## src/rtl/audio_dma_if.sv

```systemverilog
// Request/ack handshake between the audio mixer and this responder, plus the
// VRAM and tile-memory read ports it drives.
interface audio_dma_if #(
  parameter int VRAM_W      = 16,
  parameter int TILE_ADDR_W = 12
);
  logic                   audio_req_i;
  logic                   audio_tile_i;
  logic [VRAM_W-1:0]      audio_addr_i;
  logic                   audio_ack_o;
  logic [15:0]            audio_word_o;
  logic                   vram_idle_i;
  logic                   vram_sel_o;
  logic [VRAM_W-1:0]      vram_addr_o;
  logic [15:0]            vram_data_i;
  logic                   tile_idle_i;
  logic                   tile_sel_o;
  logic [TILE_ADDR_W-1:0] tile_addr_o;
  logic [15:0]            tile_data_i;
  logic                   vram_steal_o;
  logic                   tile_steal_o;
  logic [7:0]             starve_cnt_o;

  modport slave (
    input  audio_req_i, audio_tile_i, audio_addr_i,
    input  vram_idle_i, vram_data_i, tile_idle_i, tile_data_i,
    output audio_ack_o, audio_word_o,
    output vram_sel_o, vram_addr_o, tile_sel_o, tile_addr_o,
    output vram_steal_o, tile_steal_o, starve_cnt_o
  );

  modport master (
    output audio_req_i, audio_tile_i, audio_addr_i,
    output vram_idle_i, vram_data_i, tile_idle_i, tile_data_i,
    input  audio_ack_o, audio_word_o,
    input  vram_sel_o, vram_addr_o, tile_sel_o, tile_addr_o,
    input  vram_steal_o, tile_steal_o, starve_cnt_o
  );
endinterface

```

## src/rtl/audio_dma_responder.sv

```systemverilog
// Memory-side responder for the audio sample DMA: one latched request, one read
// from VRAM or tile memory, one-cycle ack; steals a slot when audio is starved.
//
// state  | meaning
// S_IDLE | no request outstanding
// S_REQ  | request latched, waiting for a free slot on the selected memory
// S_WAIT | read strobe issued, counting down the read latency
// S_ACK  | ack and word presented for one cycle
module audio_dma_responder #(
  parameter int VRAM_W      = 16,
  parameter int TILE_ADDR_W = 12,
  parameter int RD_LAT      = 1,
  parameter int STARVE_MAX  = 8
) (
  input  logic        clk,
  input  logic        reset_ni,
  audio_dma_if.slave  bus
);
  typedef enum logic [1:0] {S_IDLE, S_REQ, S_WAIT, S_ACK} state_t;

  localparam logic [1:0] L_LAT      = RD_LAT[1:0];
  localparam logic [7:0] L_STARVE   = STARVE_MAX[7:0];
  localparam bit         L_STEAL_EN = (STARVE_MAX > 0);

  state_t                 r_state;
  logic                   r_tile;
  logic [VRAM_W-1:0]      r_addr;
  logic [7:0]             r_wait_cnt;
  logic [1:0]             r_lat_cnt;
  logic                   r_stolen;
  logic                   r_ack;
  logic [15:0]            r_word;
  logic                   r_vram_sel;
  logic [VRAM_W-1:0]      r_vram_addr;
  logic                   r_tile_sel;
  logic [TILE_ADDR_W-1:0] r_tile_addr;
  logic                   r_vram_steal;
  logic                   r_tile_steal;
  logic [7:0]             r_starve_cnt;

  logic        w_idle;
  logic [15:0] w_data;
  logic [7:0]  w_wait_nxt;
  logic        w_starve;

  // Only the memory chosen at latch time matters; the other idle/data are ignored.
  assign w_idle     = r_tile ? bus.tile_idle_i : bus.vram_idle_i;
  assign w_data     = r_tile ? bus.tile_data_i : bus.vram_data_i;
  assign w_wait_nxt = (r_wait_cnt == 8'hFF) ? r_wait_cnt : r_wait_cnt + 8'd1;
  assign w_starve   = L_STEAL_EN && (w_wait_nxt >= L_STARVE) && !r_stolen;

  always_ff @(posedge clk or negedge reset_ni) begin
    if (!reset_ni) begin
      r_state      <= S_IDLE;
      r_tile       <= 1'b0;
      r_addr       <= '0;
      r_wait_cnt   <= '0;
      r_lat_cnt    <= '0;
      r_stolen     <= 1'b0;
      r_ack        <= 1'b0;
      r_word       <= '0;
      r_vram_sel   <= 1'b0;
      r_vram_addr  <= '0;
      r_tile_sel   <= 1'b0;
      r_tile_addr  <= '0;
      r_vram_steal <= 1'b0;
      r_tile_steal <= 1'b0;
      r_starve_cnt <= '0;
    end else begin
      case (r_state)
        S_IDLE: begin
          if (bus.audio_req_i) begin
            r_tile     <= bus.audio_tile_i;
            r_addr     <= bus.audio_addr_i;
            r_wait_cnt <= '0;
            r_stolen   <= 1'b0;
            r_state    <= S_REQ;
          end
        end
        S_REQ: begin
          if (!bus.audio_req_i) begin
            r_vram_steal <= 1'b0;
            r_tile_steal <= 1'b0;
            r_state      <= S_IDLE;
          end else if (w_idle) begin
            if (r_tile) begin
              r_tile_sel  <= 1'b1;
              r_tile_addr <= r_addr[TILE_ADDR_W-1:0];
            end else begin
              r_vram_sel  <= 1'b1;
              r_vram_addr <= r_addr;
            end
            r_lat_cnt <= L_LAT;
            r_state   <= S_WAIT;
          end else begin
            r_wait_cnt <= w_wait_nxt;
            if (w_starve) begin
              r_stolen <= 1'b1;
              if (r_tile) r_tile_steal <= 1'b1;
              else        r_vram_steal <= 1'b1;
              if (r_starve_cnt != 8'hFF) r_starve_cnt <= r_starve_cnt + 8'd1;
            end
          end
        end
        S_WAIT: begin
          // Steal is held through the strobe cycle and released once it is done.
          r_vram_sel   <= 1'b0;
          r_tile_sel   <= 1'b0;
          r_vram_addr  <= '0;
          r_tile_addr  <= '0;
          r_vram_steal <= 1'b0;
          r_tile_steal <= 1'b0;
          if (r_lat_cnt == 2'd0) begin
            r_word  <= w_data;
            r_ack   <= 1'b1;
            r_state <= S_ACK;
          end else begin
            r_lat_cnt <= r_lat_cnt - 2'd1;
          end
        end
        S_ACK: begin
          r_ack   <= 1'b0;
          r_state <= S_IDLE;
        end
        default: r_state <= S_IDLE;
      endcase
    end
  end

  assign bus.audio_ack_o  = r_ack;
  assign bus.audio_word_o = r_word;
  assign bus.vram_sel_o   = r_vram_sel;
  assign bus.vram_addr_o  = r_vram_addr;
  assign bus.tile_sel_o   = r_tile_sel;
  assign bus.tile_addr_o  = r_tile_addr;
  assign bus.vram_steal_o = r_vram_steal;
  assign bus.tile_steal_o = r_tile_steal;
  assign bus.starve_cnt_o = r_starve_cnt;
endmodule

```

## src/flat_wrapper.sv

```systemverilog
// flat-port wrapper written by rule: the top's interface ports become plain ports
module audio_dma_responder_flat 
#(
  parameter int VRAM_W      = 16,
  parameter int TILE_ADDR_W = 12,
  parameter int RD_LAT      = 1,
  parameter int STARVE_MAX  = 8
)
  (clk, reset_ni, bus_audio_req_i, bus_audio_tile_i, bus_audio_addr_i, bus_vram_idle_i, bus_vram_data_i, bus_tile_idle_i, bus_tile_data_i, bus_audio_ack_o, bus_audio_word_o, bus_vram_sel_o, bus_vram_addr_o, bus_tile_sel_o, bus_tile_addr_o, bus_vram_steal_o, bus_tile_steal_o, bus_starve_cnt_o);
  audio_dma_if #(.VRAM_W(VRAM_W), .TILE_ADDR_W(TILE_ADDR_W)) bus_i ();
  input  logic clk;
  input  logic reset_ni;
  input wire logic [$bits(bus_i.audio_req_i)-1:0] bus_audio_req_i;
  input wire logic [$bits(bus_i.audio_tile_i)-1:0] bus_audio_tile_i;
  input wire logic [$bits(bus_i.audio_addr_i)-1:0] bus_audio_addr_i;
  input wire logic [$bits(bus_i.vram_idle_i)-1:0] bus_vram_idle_i;
  input wire logic [$bits(bus_i.vram_data_i)-1:0] bus_vram_data_i;
  input wire logic [$bits(bus_i.tile_idle_i)-1:0] bus_tile_idle_i;
  input wire logic [$bits(bus_i.tile_data_i)-1:0] bus_tile_data_i;
  output wire logic [$bits(bus_i.audio_ack_o)-1:0] bus_audio_ack_o;
  output wire logic [$bits(bus_i.audio_word_o)-1:0] bus_audio_word_o;
  output wire logic [$bits(bus_i.vram_sel_o)-1:0] bus_vram_sel_o;
  output wire logic [$bits(bus_i.vram_addr_o)-1:0] bus_vram_addr_o;
  output wire logic [$bits(bus_i.tile_sel_o)-1:0] bus_tile_sel_o;
  output wire logic [$bits(bus_i.tile_addr_o)-1:0] bus_tile_addr_o;
  output wire logic [$bits(bus_i.vram_steal_o)-1:0] bus_vram_steal_o;
  output wire logic [$bits(bus_i.tile_steal_o)-1:0] bus_tile_steal_o;
  output wire logic [$bits(bus_i.starve_cnt_o)-1:0] bus_starve_cnt_o;
  assign bus_i.audio_req_i = bus_audio_req_i;
  assign bus_i.audio_tile_i = bus_audio_tile_i;
  assign bus_i.audio_addr_i = bus_audio_addr_i;
  assign bus_i.vram_idle_i = bus_vram_idle_i;
  assign bus_i.vram_data_i = bus_vram_data_i;
  assign bus_i.tile_idle_i = bus_tile_idle_i;
  assign bus_i.tile_data_i = bus_tile_data_i;
  assign bus_audio_ack_o = bus_i.audio_ack_o;
  assign bus_audio_word_o = bus_i.audio_word_o;
  assign bus_vram_sel_o = bus_i.vram_sel_o;
  assign bus_vram_addr_o = bus_i.vram_addr_o;
  assign bus_tile_sel_o = bus_i.tile_sel_o;
  assign bus_tile_addr_o = bus_i.tile_addr_o;
  assign bus_vram_steal_o = bus_i.vram_steal_o;
  assign bus_tile_steal_o = bus_i.tile_steal_o;
  assign bus_starve_cnt_o = bus_i.starve_cnt_o;
  audio_dma_responder #(.VRAM_W(VRAM_W), .TILE_ADDR_W(TILE_ADDR_W), .RD_LAT(RD_LAT), .STARVE_MAX(STARVE_MAX)) u_core (.clk(clk), .reset_ni(reset_ni), .bus(bus_i));
endmodule
```

## config.mk

```make
export PLATFORM = sky130hd
export DESIGN_NAME = audio_dma_responder_flat
export DESIGN_NICKNAME = d
export VERILOG_FILES = /design/src/rtl/audio_dma_if.sv /design/src/rtl/audio_dma_responder.sv /design/src/flat_wrapper.sv
export SDC_FILE = /design/constraint.sdc
export NUM_CORES = 1
export LEC_CHECK = 0
export CELL_PAD_IN_SITES_DETAIL_PLACEMENT = 0
export CELL_PAD_IN_SITES_GLOBAL_PLACEMENT = 1
export CORE_UTILIZATION = 35
export DETAILED_ROUTE_END_ITERATION = 16
export PLACE_DENSITY_LB_ADDON = 0.1
export RECOVER_POWER = 25
export SLEW_MARGIN = 40
export SYNTH_ARGS = -nofsm -noshare
export SYNTH_HDL_FRONTEND = slang
export SYNTH_SLANG_ARGS = --single-unit
```

## constraint.sdc

```tcl
create_clock -name clk -period 2.63 [get_ports clk]
set_input_delay 0.3945 -clock clk [delete_from_list [all_inputs] [get_ports clk]]
set_output_delay 0.3945 -clock clk [all_outputs]
set_load 0.02 [all_outputs]
```

==> results.md, run 1 <==
- Worst setup path end: u_core.bus.starve_cnt_o[1]$_DFFE_PN0P_
- Post-Syn Area: 3830 um2
- H-tree Lvls: 3
- P_leak: 2.28 nW
- Syn avg cell area: 11.6 um2
- Setup TNS: 0 ns
- Pin count of the biggest net entering global routing: 53
- Layout Nets: 508
- Yosys cell types: 43
- Largest stage delay on the critical path: 0.52 ns
- Synth top area cells: dfrtp_1 57%, a22o_1 6.6%, mux2_2 5.3%, mux2i_1 4.4%, nor2_1 3.5%
- Synth area leader: dfrtp_1
- Final weighted congestion in routability-driven placement: 0.762
- Area delta synth->final: 38.9%
- Synthesis Warnings: 0
- CTS tree: built
- Root Buffer: clkbuf_8
- Initial DRT Pass Iterations: 4
- Max-cap violations: 0
- Clk pin slew, worst setup/hold paths: 0.10 ns
- Die X: 107 um
- Status: finished, final reports clean
- Clock sink count: 87
- DP Cell Count: 571
- Gr ovfl total: 0
- Share of cells above drive strength 1: 0.117
- Final Core Density: 0.509
- Vias: 2971
- WL/cell: 15.0 um
- P_int: 0.00316 W
- Final period util: 0.835
- Total die area: 11400 um2
- Max-slew violations: 0
- CP required: 2.87 ns
- Core ar.: 10500 um2
- Net Sw Frac: 0.363
- Endpoints failing hold: 0
- Peak supply drop: 0.395 mV
- Io pins: 111
- Non-Filler Instances: 588
- Sequential share of power: 0.410
- Fmax: 455 MHz
- Commonest cells in the netlist: 87 x dfrtp_1, 36 x nor2_1, 29 x a22o_1, 21 x a21oi_1, 18 x mux2_2
- Worst-path cell chain: ha_1 -> nand3_2 -> or4b_4 -> a31oi_4 -> a21oi_2 -> nor2b_4 -> mux2_4
- Initial Utilization: 0.366
- Port Buffers: 110
- CP startpoint kind: flip-flop
- Synth async-reset ratio: 1.00
- Cts repair resizes: 0
- First-pass GRT wire length: 15200 um
- Max FO, Critical Path: 5
- Worst Max-Slew Pin Slew: 0.916 ns
- DP HPWL: 6250 um
- NetSw: 0.00180 W
- R2r worst-path depth: 7
- CTS max path bufs: 2
- Pwr Density: 932 nW/um2
- Slew margin rel.: 0.389
- Hold Buf Count CTS: 1
- Critical Setup Path Class: reg2reg
- RSZ-0062 raised after global routing: false
- Post-synth EDFFs: 0
- Vias in the first global route: 3094
- Post-CTS Setup Repair Bufs: 0
- # rows: 37
- GRT Util Overall: 0.170
- Clk_lat worst skew: 0.36 ns
- CP Capture Type: flip-flop
- Most frequent cell after synthesis: dfrtp_1
- Fin crit period: 2.20 ns
- DRC errors left: 0
- Die Span Y: 107 um
- CP Data Arrival Time: 2.43 ns
- CTS Buf Count: 9
- Critical path startpoint: u_core.r_wait_cnt[0]$_DFFE_PN0P_
- DRT antenna net count: 0
- RR Startpoint: u_core.r_wait_cnt[0]$_DFFE_PN0P_
- RR Endpoint: u_core.bus.starve_cnt_o[1]$_DFFE_PN0P_
- ANT cells: 0
- Slowest cell on the critical path: or4b_4
- Antenna violations before repair: 0
- Share of the synthesized area in the top cell type: 0.568
- R2R Setup Slk: 0.43 ns
- Yosys reg bits: 87
- DR iter-0 viols: 115
- Endpoints failing setup: 0
- Net Count, Synth: 392
- Clk_skew: 0.0142 ns
- Share of total power in combinational logic: 0.415
- HP Class: reg2reg
- Drt total wl: 8830 um
- Post-synthesis sequential area ratio: 0.568
- Top_reg_cell synth: dfrtp_1
- Clock share of power: 0.175
- Synth Instances: 331
- Vias per cell: 5.05
==> power groups by stage <==
| stage | clock network [W] | logic, W | registers (W) |
|---|---|---|---|
| 2_1_floorplan | 0 | 0.000919 | 0.00231 |
| 3_3_place_gp | 0 | 0.00206 | 0.00205 |
| 3_5_place_dp | 0 | 0.00209 | 0.00206 |
| 4_1_cts | 0.000905 | 0.00209 | 0.00204 |
| 5_1_grt | 0.000957 | 0.00224 | 0.00210 |
| 6_report | 0.000868 | 0.00206 | 0.00203 |
==> worst min path at each step <==
stage	from	cells after the start	end	slack, ns
2_1_floorplan	reset_ni	0	asynchronous set/reset pin	0.1
3_3_place_gp	reset_ni	1	u_core.r_wait_cnt[2]$_DFFE_PN0P_	0.40
3_5_place_dp	reset_ni	1	u_core.r_wait_cnt[2]$_DFFE_PN0P_	0.40
4_1_cts	u_core.bus.tile_sel_o$_DFFE_PN0P_	1	u_core.bus.tile_sel_o$_DFFE_PN0P_	0.49
5_1_grt	u_core.bus.tile_addr_o[0]$_DFFE_PN0P_	1	u_core.bus.tile_addr_o[0]$_DFFE_PN0P_	0.52
6_report	u_core.bus.vram_sel_o$_DFFE_PN0P_	1	u_core.bus.vram_sel_o$_DFFE_PN0P_	0.49
==> worst max-delay path: cells and delay by family, from the launching register on <==
family	cells	cell delay, ns
muxes	1	0.29
AOI/OAI and AO/OA	2	0.30
DFF	1	0.43
and+or+nand+nor	3	0.82
adders and majority gates	1	0.25
==> registers in the layout (all words and copies together) (netlist names), 2 cells and up, named ones only <==
register,cells
u_core.r_addr,16
u_core.bus.starve_cnt_o,8
u_core.bus.vram_addr_o,16
u_core.r_lat_cnt,2
u_core.bus.audio_word_o,16
u_core.r_wait_cnt,8
u_core.bus.tile_addr_o,12
==> layer usage <==
metal / track usage / vias to the layer above / wire length [um]
met2: 0.276 / 78 / 4100
met3: 0.0511 / 11 / 631
li1: - / 1420 / -
met4: 0.0587 / 0 / 123
met1: 0.216 / 1462 / 3980
met5: 0 / - / 0
==> cells in the final DEF, fill, tap and decap left out, types with 9 or more instances in the layout <==
| cell type | n |
|---|---|
| a21oi_1 | 21 |
| mux2_2 | 18 |
| mux2i_1 | 17 |
| clkdlybuf4s50_1 | 109 |
| nand3_1 | 10 |
| a22o_1 | 29 |
| clkbuf_8 | 9 |
| dfrtp_1 | 87 |
| nor2_1 | 36 |
| nand2_1 | 14 |
==> layout make-up <==
cell class                 count  area, um2
tap                          136        170
sequential                    87       2180
multi-input combinational    220       1570
clock inverter                 6       51.3
timing repair buffer         121       1190
clock buffer                  10        128
fill                         980       5140
inverter                       8       30.0
==> stage by stage <==
stage          setup WS, ns  cell area (um2)  total power, W  hold WS [ns]
2_1_floorplan         0.597             3830         0.00323        0.0989
5_1_grt               0.282             5320         0.00530         0.524
3_5_place_dp          0.455             5150         0.00415         0.397
4_1_cts               0.447             5340         0.00504         0.495
3_3_place_gp          0.498             5150         0.00411         0.397
6_report              0.435             5320         0.00496         0.488
==> kinds of logic after synthesis <==
logic type,after synthesis,synth area share
AOI/OAI and AO/OA,80,0.150
xor gates and xnor gates,9,0.0206
adders and majority gates,7,0.0228
buffers and inverters,24,0.0242
DFF,87,0.568
muxes,36,0.101
and+or+nand+nor,88,0.114
(Power assumes the default switching activity.)
==> run 2, diff against run 1 <==
clock period = 2.2 ns   (was 2.63 ns; I/O delays follow)
==> results.md, run 2 (synthesis results as in run 1) <==
- Core ar.: 10500 um2
- DR iter-0 viols: 107
- Initial Utilization: 0.366
- Setup TNS: 0 ns
- H-tree Lvls: 3
- CP Data Arrival Time: 2.35 ns
- Layout Nets: 517
- First-pass GRT wire length: 14800 um
- NetSw: 0.00215 W
- Area delta synth->final: 41.7%
- CTS Buf Count: 9
- Max FO, Critical Path: 4
- Commonest non-fill, non-tap cells in the layout: 109 x clkdlybuf4s50_1, 87 x dfrtp_1, 36 x nor2_1, 29 x a22o_1, 21 x a21oi_1
- Share of total power in combinational logic: 0.408
- CP required: 2.44 ns
- Clock share of power: 0.199
- Net Sw Frac: 0.347
- Vias per cell: 4.97
- Final weighted congestion in routability-driven placement: 0.782
- Multi-input logic area: 1580 um2
- RR Endpoint: u_core.bus.starve_cnt_o[1]$_DFFE_PN0P_
- CP startpoint kind: flip-flop
- Clk pin slew, worst setup/hold paths: 0.09 ns
- Initial DRT Pass Iterations: 4
- Sequential share of power: 0.393
- DRC errors left: 0
- Fin crit period: 2.10 ns
- Gr ovfl total: 0
- Final period util: 0.957
- ANT cells: 0
- Peak supply drop: 0.559 mV
- Drt total wl: 8990 um
- R2R Setup Slk: 0.1 ns
- Antenna violations before repair: 0
- Endpoints failing hold: 0
- CTS max path bufs: 2
- R2r worst-path depth: 7
- Clk_lat worst skew: 0.36 ns
- CTS tree: built
- RR Startpoint: u_core.r_wait_cnt[1]$_DFFE_PN0P_
- Max-cap violations: 0
- Critical Setup Path Class: reg2reg
- CP Capture Type: flip-flop
- Die X: 107 um
- DP HPWL: 6410 um
- Vias: 2960
- Pin count of the biggest net entering global routing: 47
- Root Buffer: clkbuf_8
- Hold endpoint: u_core.bus.tile_sel_o$_DFFE_PN0P_
- Fill cells: 992
- Clock sink count: 87
- Hold WS: 0.485 ns
- Fmax: 475 MHz
- WL/cell: 15.1 um
- Slew margin rel.: 0.400
- HP Class: reg2reg
- RSZ-0062 raised after global routing: false
- GRT Util Overall: 0.168
- DRT antenna net count: 0
- P_int: 0.00404 W
- Worst Max-Slew Pin Slew: 0.900 ns
- Max-slew violations: 0
- Vias in the first global route: 2965
- Endpoints failing setup: 0
- Share of cells above drive strength 1: 0.137
- Pwr Density: 1140 nW/um2
- Die Span Y: 107 um
- Hold Path Origin: u_core.bus.tile_sel_o$_DFFE_PN0P_
- Io pins: 111
- Register area: 2180 um2
- P_leak: 2.34 nW
- Hold Path Cell Cnt: 1
- Port Buffers: 110
- Clk_skew: 0.0166 ns
- Commonest non-fill, non-tap cell in the layout: clkdlybuf4s50_1
- Status: finished, final reports clean
- # rows: 37
- Total die area: 11400 um2
## run 2: cell count changes in the layout (fill, tap and decap cells not counted), sizes merged
cell	delta
buf	+9
bufinv	+2
clkbuf	-1
clkinv	-1
clkinvlp	-1
## run 2: per-layer routing
metal  GRT usage  vias to the layer above  share of wire
li1            -                     1436              -
met1       0.216                     1425           0.44
met2       0.264                       91           0.47
met3      0.0547                        8          0.072
met4      0.0587                        0          0.014
met5           0                        -              0
## run 2: worst max path at each step
| stage | cells after the start | endpoint | slack [ns] | startpoint |
|---|---|---|---|---|
| after floorplan | 7 | u_core.bus.starve_cnt_o[1]$_DFFE_PN0P_ | 0.17 | u_core.r_wait_cnt[0]$_DFFE_PN0P_ |
| after global placement | 7 | u_core.bus.starve_cnt_o[1]$_DFFE_PN0P_ | 0.13 | u_core.r_wait_cnt[0]$_DFFE_PN0P_ |
| after detailed placement | 7 | u_core.bus.starve_cnt_o[1]$_DFFE_PN0P_ | 0.1 | u_core.r_wait_cnt[0]$_DFFE_PN0P_ |
| after CTS | 7 | u_core.bus.starve_cnt_o[1]$_DFFE_PN0P_ | 0.07 | u_core.r_wait_cnt[0]$_DFFE_PN0P_ |
| after global routing | 7 | u_core.bus.starve_cnt_o[1]$_DFFE_PN0P_ | 0.02 | u_core.r_wait_cnt[1]$_DFFE_PN0P_ |
| final | 7 | u_core.bus.starve_cnt_o[1]$_DFFE_PN0P_ | 0.1 | u_core.r_wait_cnt[1]$_DFFE_PN0P_ |
## run 2: layout make-up
class                   count  area share
flip-flops and latches     87       0.401
multi-input cells         220       0.291
repair buffers            130       0.232
well taps                 136      0.0313
clock buffers               9      0.0228
clock inverters             6      0.0168
inverters                   8     0.00553
## run 2: per-stage QoR
stage | cells | setup WS [ns] | util | total power (W) | instance area [um2]
after floorplan | 331 | 0.167 | - | 0.00387 | 3830
after global placement | 579 | 0.128 | 0.498 | 0.00494 | 5210
after detailed placement | 579 | 0.0974 | 0.498 | 0.00500 | 5210
after CTS | 595 | 0.0719 | 0.519 | 0.00625 | 5440
after global routing | 596 | 0.0183 | 0.519 | 0.00658 | 5430
final | 596 | 0.0955 | 0.519 | 0.00619 | 5430
## run 2: timing repair
| item | in CTS | in global routing |
|---|---|---|
| endpoints found under the setup margin | 0 | 5 |
| hold endpoints to repair | 14 | 0 |
| resized for setup | 0 | 2 |
| hold buffers | 1 | 0 |
| setup buffers | 0 | 1 |
## run 2: worst max-delay path: stages (launching register included)
cell and delay, ns:
dfrtp_1 0.41, ha_2 0.23, nand3_2 0.08, or4b_4 0.50, a31oi_4 0.20, a21oi_2 0.10
nor2b_4 0.17, mux2_4 0.28
## run 2: power by group through the flow
stage / logic, W / clock network (W) / registers [W]
CTS: 0.00255 / 0.00127 / 0.00244
finish: 0.00252 / 0.00123 / 0.00243
detailed placement: 0.00254 / 0 / 0.00246
global route: 0.00275 / 0.00133 / 0.00250
floorplan: 0.00110 / 0 / 0.00277
global placement: 0.00250 / 0 / 0.00245
